`src/rtl/matmul_engine.sv`:
```
// -----------------------------------------------------------------------------
// matmul_engine
//   Computes C = A x B for 2x2 unsigned 8-bit matrices on a 2x2
//   output-stationary systolic array of MAC cells. The array is fed with
//   skewed operands and the four 16-bit results are streamed out bytewise.
//   Operands are snapshotted in LOAD, so the source memory may change while a
//   multiply is in flight.
//
// Parameters
//   SATURATE      1: results clamp to 16'hFFFF on overflow, 0: wrap mod 2^16
//
// Ports
//   clk           system clock, all state on the rising edge
//   rst_n         synchronous active-low reset
//   start         request a multiply (sampled only in IDLE)
//   weight0..3    matrix A row-major: a00, a01, a10, a11
//   input0..3     matrix B row-major: b00, b01, b10, b11
//   busy          high in every state except IDLE
//   out_data      current result byte (0 outside DRAIN)
//   out_valid     out_data holds a valid byte
//   out_ready     consumer ready for the byte
//   done          one-cycle pulse after the last byte is accepted
//
// Output handshake: out_valid stays high for the whole of DRAIN and out_data
// shows byte idx_q. A byte transfers on a rising edge where out_valid and
// out_ready are both high; until then out_data holds, however long the stall.
// -----------------------------------------------------------------------------
module matmul_engine #(
  parameter bit SATURATE = 1'b1
) (
  input  logic       clk,
  input  logic       rst_n,
  input  logic       start,
  input  logic [7:0] weight0,
  input  logic [7:0] weight1,
  input  logic [7:0] weight2,
  input  logic [7:0] weight3,
  input  logic [7:0] input0,
  input  logic [7:0] input1,
  input  logic [7:0] input2,
  input  logic [7:0] input3,
  output logic       busy,
  output logic [7:0] out_data,
  output logic       out_valid,
  input  logic       out_ready,
  output logic       done
);

  typedef enum logic [2:0] {
    ST_IDLE    = 3'd0,
    ST_LOAD    = 3'd1,
    ST_COMPUTE = 3'd2,
    ST_DRAIN   = 3'd3,
    ST_DONE    = 3'd4
  } state_t;

  state_t      state_q;
  state_t      state_d;
  logic [1:0]  step_q;
  logic [2:0]  idx_q;
  logic [7:0]  a_q   [4];
  logic [7:0]  b_q   [4];
  logic [16:0] acc_q [4];
  logic [15:0] prod  [4];
  logic [15:0] res;
  logic        accept;

  // Saturating or wrapping conversion of a 17-bit accumulator to 16 bits.
  function automatic logic [15:0] to_out(input logic [16:0] v);
    if (SATURATE && v[16]) to_out = 16'hFFFF;
    else                   to_out = v[15:0];
  endfunction

  // ---------------------------------------------------------------------------
  // Systolic feed. PE(r,c) sees operand pair k at step t = r + c + k, which is
  // the diagonal wavefront a skewed systolic feed produces: PE00 works at
  // steps 0-1, PE01/PE10 at 1-2 and PE11 at 2-3. Outside its window a PE adds 0.
  // ---------------------------------------------------------------------------
  for (genvar r = 0; r < 2; r++) begin : g_row
    for (genvar c = 0; c < 2; c++) begin : g_col
      localparam logic [1:0] T0 = 2'(r + c);
      localparam logic [1:0] T1 = 2'(r + c + 1);
      logic [15:0] pe_prod;

      always_comb begin
        pe_prod = '0;
        if (state_q == ST_COMPUTE) begin
          if (step_q == T0)
            pe_prod = {8'd0, a_q[r*2]} * {8'd0, b_q[c]};
          else if (step_q == T1)
            pe_prod = {8'd0, a_q[r*2+1]} * {8'd0, b_q[2+c]};
        end
      end

      assign prod[r*2+c] = pe_prod;
    end
  end

  // ---------------------------------------------------------------------------
  // FSM: next state and control outputs
  // ---------------------------------------------------------------------------
  always_comb begin
    state_d   = state_q;
    busy      = 1'b1;
    out_valid = 1'b0;
    done      = 1'b0;
    case (state_q)
      ST_IDLE: begin
        busy = 1'b0;
        if (start) state_d = ST_LOAD;
      end
      ST_LOAD:    state_d = ST_COMPUTE;
      ST_COMPUTE: if (step_q == 2'd3) state_d = ST_DRAIN;
      ST_DRAIN: begin
        out_valid = 1'b1;
        if (out_ready && idx_q == 3'd7) state_d = ST_DONE;
      end
      ST_DONE: begin
        done    = 1'b1;
        state_d = ST_IDLE;
      end
      default: state_d = ST_IDLE;
    endcase
  end

  assign accept = out_valid && out_ready;

  // Byte idx_q: idx_q[2:1] selects the result, idx_q[0] the half (low first).
  always_comb begin
    res      = to_out(acc_q[idx_q[2:1]]);
    out_data = '0;
    if (state_q == ST_DRAIN) out_data = idx_q[0] ? res[15:8] : res[7:0];
  end

  // ---------------------------------------------------------------------------
  // State register, snapshot, accumulators and counters
  // ---------------------------------------------------------------------------
  always_ff @(posedge clk) begin
    if (!rst_n) begin
      state_q <= ST_IDLE;
      step_q  <= '0;
      idx_q   <= '0;
      for (int i = 0; i < 4; i++) begin
        a_q[2'(i)]   <= '0;
        b_q[2'(i)]   <= '0;
        acc_q[2'(i)] <= '0;
      end
    end else begin
      state_q <= state_d;
      case (state_q)
        ST_LOAD: begin
          a_q[0] <= weight0;
          a_q[1] <= weight1;
          a_q[2] <= weight2;
          a_q[3] <= weight3;
          b_q[0] <= input0;
          b_q[1] <= input1;
          b_q[2] <= input2;
          b_q[3] <= input3;
          for (int i = 0; i < 4; i++) acc_q[2'(i)] <= '0;
          step_q <= '0;
          idx_q  <= '0;
        end
        ST_COMPUTE: begin
          // 17-bit accumulators hold 2*255*255 without overflow.
          for (int i = 0; i < 4; i++)
            acc_q[2'(i)] <= acc_q[2'(i)] + {1'b0, prod[2'(i)]};
          step_q <= step_q + 2'd1;
        end
        ST_DRAIN: if (accept) idx_q <= idx_q + 3'd1;
        default: ;
      endcase
    end
  end

endmodule

```
`config.mk`:
```
export PLATFORM = sky130hd
export DESIGN_NAME = matmul_engine
export DESIGN_NICKNAME = d
export VERILOG_FILES = /design/src/rtl/matmul_engine.sv
export SDC_FILE = /design/constraint.sdc
export NUM_CORES = 1
export LEC_CHECK = 0
export ABC_CLOCK_PERIOD_IN_PS = 6500
export CORE_ASPECT_RATIO = 1.1
export CORE_MARGIN = 3
export CORE_UTILIZATION = 29
export CTS_CLUSTER_SIZE = 10
export DETAILED_ROUTE_END_ITERATION = 6
export GPL_TIMING_DRIVEN = 0
export HOLD_SLACK_MARGIN = 0.08
export MAX_ROUTING_LAYER = met4
export PLACE_DENSITY = 0.5
export SLEW_MARGIN = 20
export SYNTH_ARGS = -nofsm -noshare
export SYNTH_HDL_FRONTEND = slang
export SYNTH_SLANG_ARGS = --single-unit
```
`constraint.sdc`:
```
create_clock -name clk -period 6.5 [get_ports clk]
set_clock_uncertainty 0.15 [all_clocks]
set_input_delay 1.3 -clock clk [delete_from_list [all_inputs] [get_ports clk]]
set_output_delay 1.3 -clock clk [all_outputs]
set_load 0.005 [all_outputs]
```
==> flow_summary_export.csv <==
group,metric,value,unit
run_status,outcome,"completed",
worst_setup_path,end_kind,"flop",
sta,slew_viol_final,0,
job,maxCapViolations,0,
worst_setup_path,critical_path_peak_fanout,10,
clocking,clkTransAtPathRegs,0.07,ns
place,place_area,0.0157,mm^2
route,remaining_drc_errors,0,
sta,worstMarginPinSlew,0.973,ns
cells_and_area,design_area,0.0164,mm^2
worst_setup_path,crit_required,6.48,ns
sta,rsz0062_at_grt,"yes",
power_and_ir_drop,switching_share,42.7,%
cells_and_area,syn_to_final_growth,15.6,%
floorplanning,die_x,217,um
synthesis,ys_types,62,
power_and_ir_drop,clock_power_share,22.4,%
worst_setup_path,worstSetupStartpointType,"flop",
cells_and_area,drive_gt1_share,6.99,%
global_route,grt-busiest-layer,"met2",
synthesis,synth_top_area_share,20.6,%
floorplanning,core_area,0.0481,mm^2
worst_hold_path,min_path_type,"flop to flop",
synthesis,yosysMostFrequentCell,"and2_1",
synthesis,synth_edf_count,82,
global_route,grt_max_degree,24,
clocking,cts_sinks,92,
worst_hold_path,min_from,"idx_q[1]",
power_and_ir_drop,power.switching,0.00108,W
sta,setup_viol,0,
place,place.port_buffers,62,
synthesis,synthesis.area,0.0142,mm^2
clocking,cts_root_buf,"clkbuf_16",
place,dp_hpwl,31300,um
global_route,grt_pass1_wl,63500,um
synthesis,syn_nets,1966,
cells_and_area,fin_nets,2066,
floorplanning,io_pins,79,
power_and_ir_drop,vdd_drop_max,0.000159,V
worst_hold_path,hold_depth,2,
synthesis,synthFlopType,"edfxtp_1",
worst_setup_path,worst_path_largest_cell_delay,0.53,ns
clocking,cts_buffers,9,
route,ant_nets,0,
route,drt_iter0_drc,750,
synthesis,yosys-top-cells-area,"fa_1, edfxtp_1, ha_1",
worst_setup_path,r2r_slack,0.21,ns
route,avgViaCountPerCell,4.80,
global_route,globalRoute.totalOverflow,0,
place,gp_congestion,0.887,
sta,fin_crit_sh,96.7,%
worst_setup_path,r2r_start,"a_q[0][5]",
sta,slew-limit-headroom,35.1,%
clocking,htree_levels,3,
sta,period_minus_slack,6.29,ns
synthesis,ys_seq_area_share,18.7,%
cells_and_area,fillers,5083,
floorplanning,rows,84,
power_and_ir_drop,p_seq_share,30.1,%
floorplanning,die_h,238,um
sta,max_freq,159,MHz
worst_setup_path,r2r-end,"acc_q[0][16]",
synthesis,ys_ff_latch,92,
worst_setup_path,crit_type,"flop to flop",
global_route,grt_antenna_before_repair,1,
floorplanning,dieArea,0.0517,mm^2
power_and_ir_drop,comb_power_share,47.4,%
power_and_ir_drop,intPower,0.00145,W
route,drt-total-wl,39600,um
sta,hold_ws,0.360,ns
global_route,use_met3,2.66,%
worst_setup_path,path_cells,"buf_4 -> and2_1 -> fa_1 -> inv_1 -> fa_1 -> inv_1 -> fa_1 -> inv_1 -> fa_1 -> inv_1 -> ha_2 -> a211oi_4 -> buf_4 -> o21ai_0 -> nor2_1 -> xor2_1 -> o22ai_1 -> ha_2 -> buf_4 -> nand2_1 -> o21ai_0 -> a211oi_1 -> a21oi_2 -> o211ai_1",
synthesis,synthCells,1570,
floorplanning,initial_core_util,29.5,%
synthesis,ys_warn_count,0,
worst_setup_path,crit_slowest_cell,"fa_1",
sta,finalHoldViolCount,0,
power_and_ir_drop,power,0.00253,W
worst_setup_path,ff2ff_path_depth,24,
clocking,insertion_delay,0.40,ns
global_route,grt_usage,16.3,%
route,wl_per_cell,17.1,um
power_and_ir_drop,leakage,7.59,nW
route,vias,11147,
global_route,grt_pass1_vias,11488,
synthesis,synthArstFlopShare,0,%
synthesis,synth_commonest_cells,"and2_1, inv_1, ha_1, fa_1, nand2_1",
worst_setup_path,arrival,6.27,ns
synthesis,avgSynthCellArea,9.05,um^2
clocking,cts_tree,"yes",
global_route,grtUsageMet2,26.4,%
route,drt_pass1_iterations,5,
worst_hold_path,holdPathEnd,"idx_q[1]",
cells_and_area,register_area,0.00266,mm^2
cells_and_area,antenna_cells,0,
cells_and_area,multiInputGateArea,0.0106,mm^2
global_route,grt_util_met1,21.3,%
clocking,cts_max_path_buffers,2,
power_and_ir_drop,pwr_density_cell,154,mW/mm^2
synthesis,synth_largest_area_cell,"fa_1",
-- timing repair --
item,in CTS,in global routing
setup buffers,13,16
gates resized for setup,26,48
pin swaps,3,14
endpoints found under the setup margin,9,10
hold buffers,0,0
-- layout by cell type (no fill, tap or decap), drive strengths merged, types with 4 or more instances in the layout --
cell type      netlist  layout
a31oi               11      11
a2111oi              4       4
a211oi              21      21
nand2              101     101
and2               262     262
o22ai               11      11
o21a                11      11
nor2                72      72
o21ai               47      47
inv                246     251
nand3               18      18
nand4                8       8
o211ai               8       8
or3                  5       5
a21oi               69      69
a21o                19      19
nor2b               13      13
mux4                 8       8
dfxtp               10      10
clkbuf              39      39
nand2b              22      22
mux2i                9       9
edfxtp              82      82
nor3                26      26
and3                 7       7
clkdlybuf4s50        0      62
xnor2               25      25
o21bai              11      11
o31ai                5       5
ha                 182     182
a22oi                7       7
buf                  6      42
xor2                22      22
fa                 146     146
-- how the worst max path moves through the flow --
stage / start / to / slack [ns] / cells after the start
after floorplan: a_q[0][5] / acc_q[0][16] / 0.72 / 23
after global placement: state_q[0] / acc_q[1][1] / -1.74 / 4
after detailed placement: a_q[0][13] / acc_q[1][15] / -0.48 / 23
after CTS: a_q[0][11] / acc_q[1][15] / 0.004 / 22
after global routing: a_q[0][5] / acc_q[0][16] / -0.04 / 23
final: a_q[0][5] / acc_q[0][16] / 0.21 / 24
-- kinds of logic (layout without fill, tap and decap cells) --
group           after synthesis  in the layout  synth area share, %
fa+ha+maj                   328            328                 36.6
compound gates              246            246                 11.2
mux                          17             17                 1.90
xor+xnor                     47             47                 2.90
flops                        92             92                 18.7
buf+inv                     291            396                 7.73
simple gates                549            549                 20.9
-- sequential cells by signal (all words and copies together), names as in the netlist, named ones only --
| signal | cells |
|---|---|
| step_q | 2 |
| idx_q | 3 |
| a_q | 16 |
| acc_q | 34 |
| b_q | 32 |
| state_q | 3 |
-- stage by stage --
stage / std cells / worst slack (ns) / setup TNS, ns / util, %
finish: 2320 / 0.212 / 0 / 34.1
global route: 2320 / -0.0410 / -0.0749 / 34.1
CTS: 2306 / 0.00444 / 0 / 33.5
detailed placement: 2279 / -0.481 / -2.98 / 32.6
global placement: 2277 / -1.74 / -96.85 / 32.5
floorplan: 1570 / 0.721 / 0 / -
-- final cells by class --
cell class / instances / share of cell area [%]
Multi-Input combinational cell: 1187 / 64.8
Sequential cell: 92 / 16.2
Inverter: 246 / 5.62
Timing Repair Buffer: 93 / 5.44
Tap cell: 645 / 4.92
Clock buffer: 9 / 1.37
Buffer: 41 / 1.20
Clock inverter: 7 / 0.389
-- worst max-delay path, delay by kind of cell (launching register included) --
family / cells / cell delay [ns]
buffers and inverters: 7 / 0.70
and+or+nand+nor: 3 / 0.40
AOI/OAI and AO/OA: 7 / 1.25
adders and majority gates: 6 / 2.73
DFF: 1 / 0.41
xor gates and xnor gates: 1 / 0.36
-- layer usage --
| metal | vias to the layer above | part of all wire (%) |
|---|---|---|
| met2 | 208 | 47 |
| met1 | 5512 | 46 |
| met5 | - | 0 |
| met4 | 0 | 2.0 |
| li1 | 5395 | - |
| met3 | 32 | 4.2 |
-- power groups by stage --
stage / Sequential [W] / Combinational [W] / Clock [W]
4_1_cts: 0.000764 / 0.00116 / 0.000594
3_5_place_dp: 0.000783 / 0.00112 / 0
2_1_floorplan: 0.000741 / 0.000788 / 0
6_report: 0.000761 / 0.00120 / 0.000567
3_3_place_gp: 0.000791 / 0.00112 / 0
5_1_grt: 0.000768 / 0.00137 / 0.000605
No activity file was read; power rests on OpenSTA's default activity.
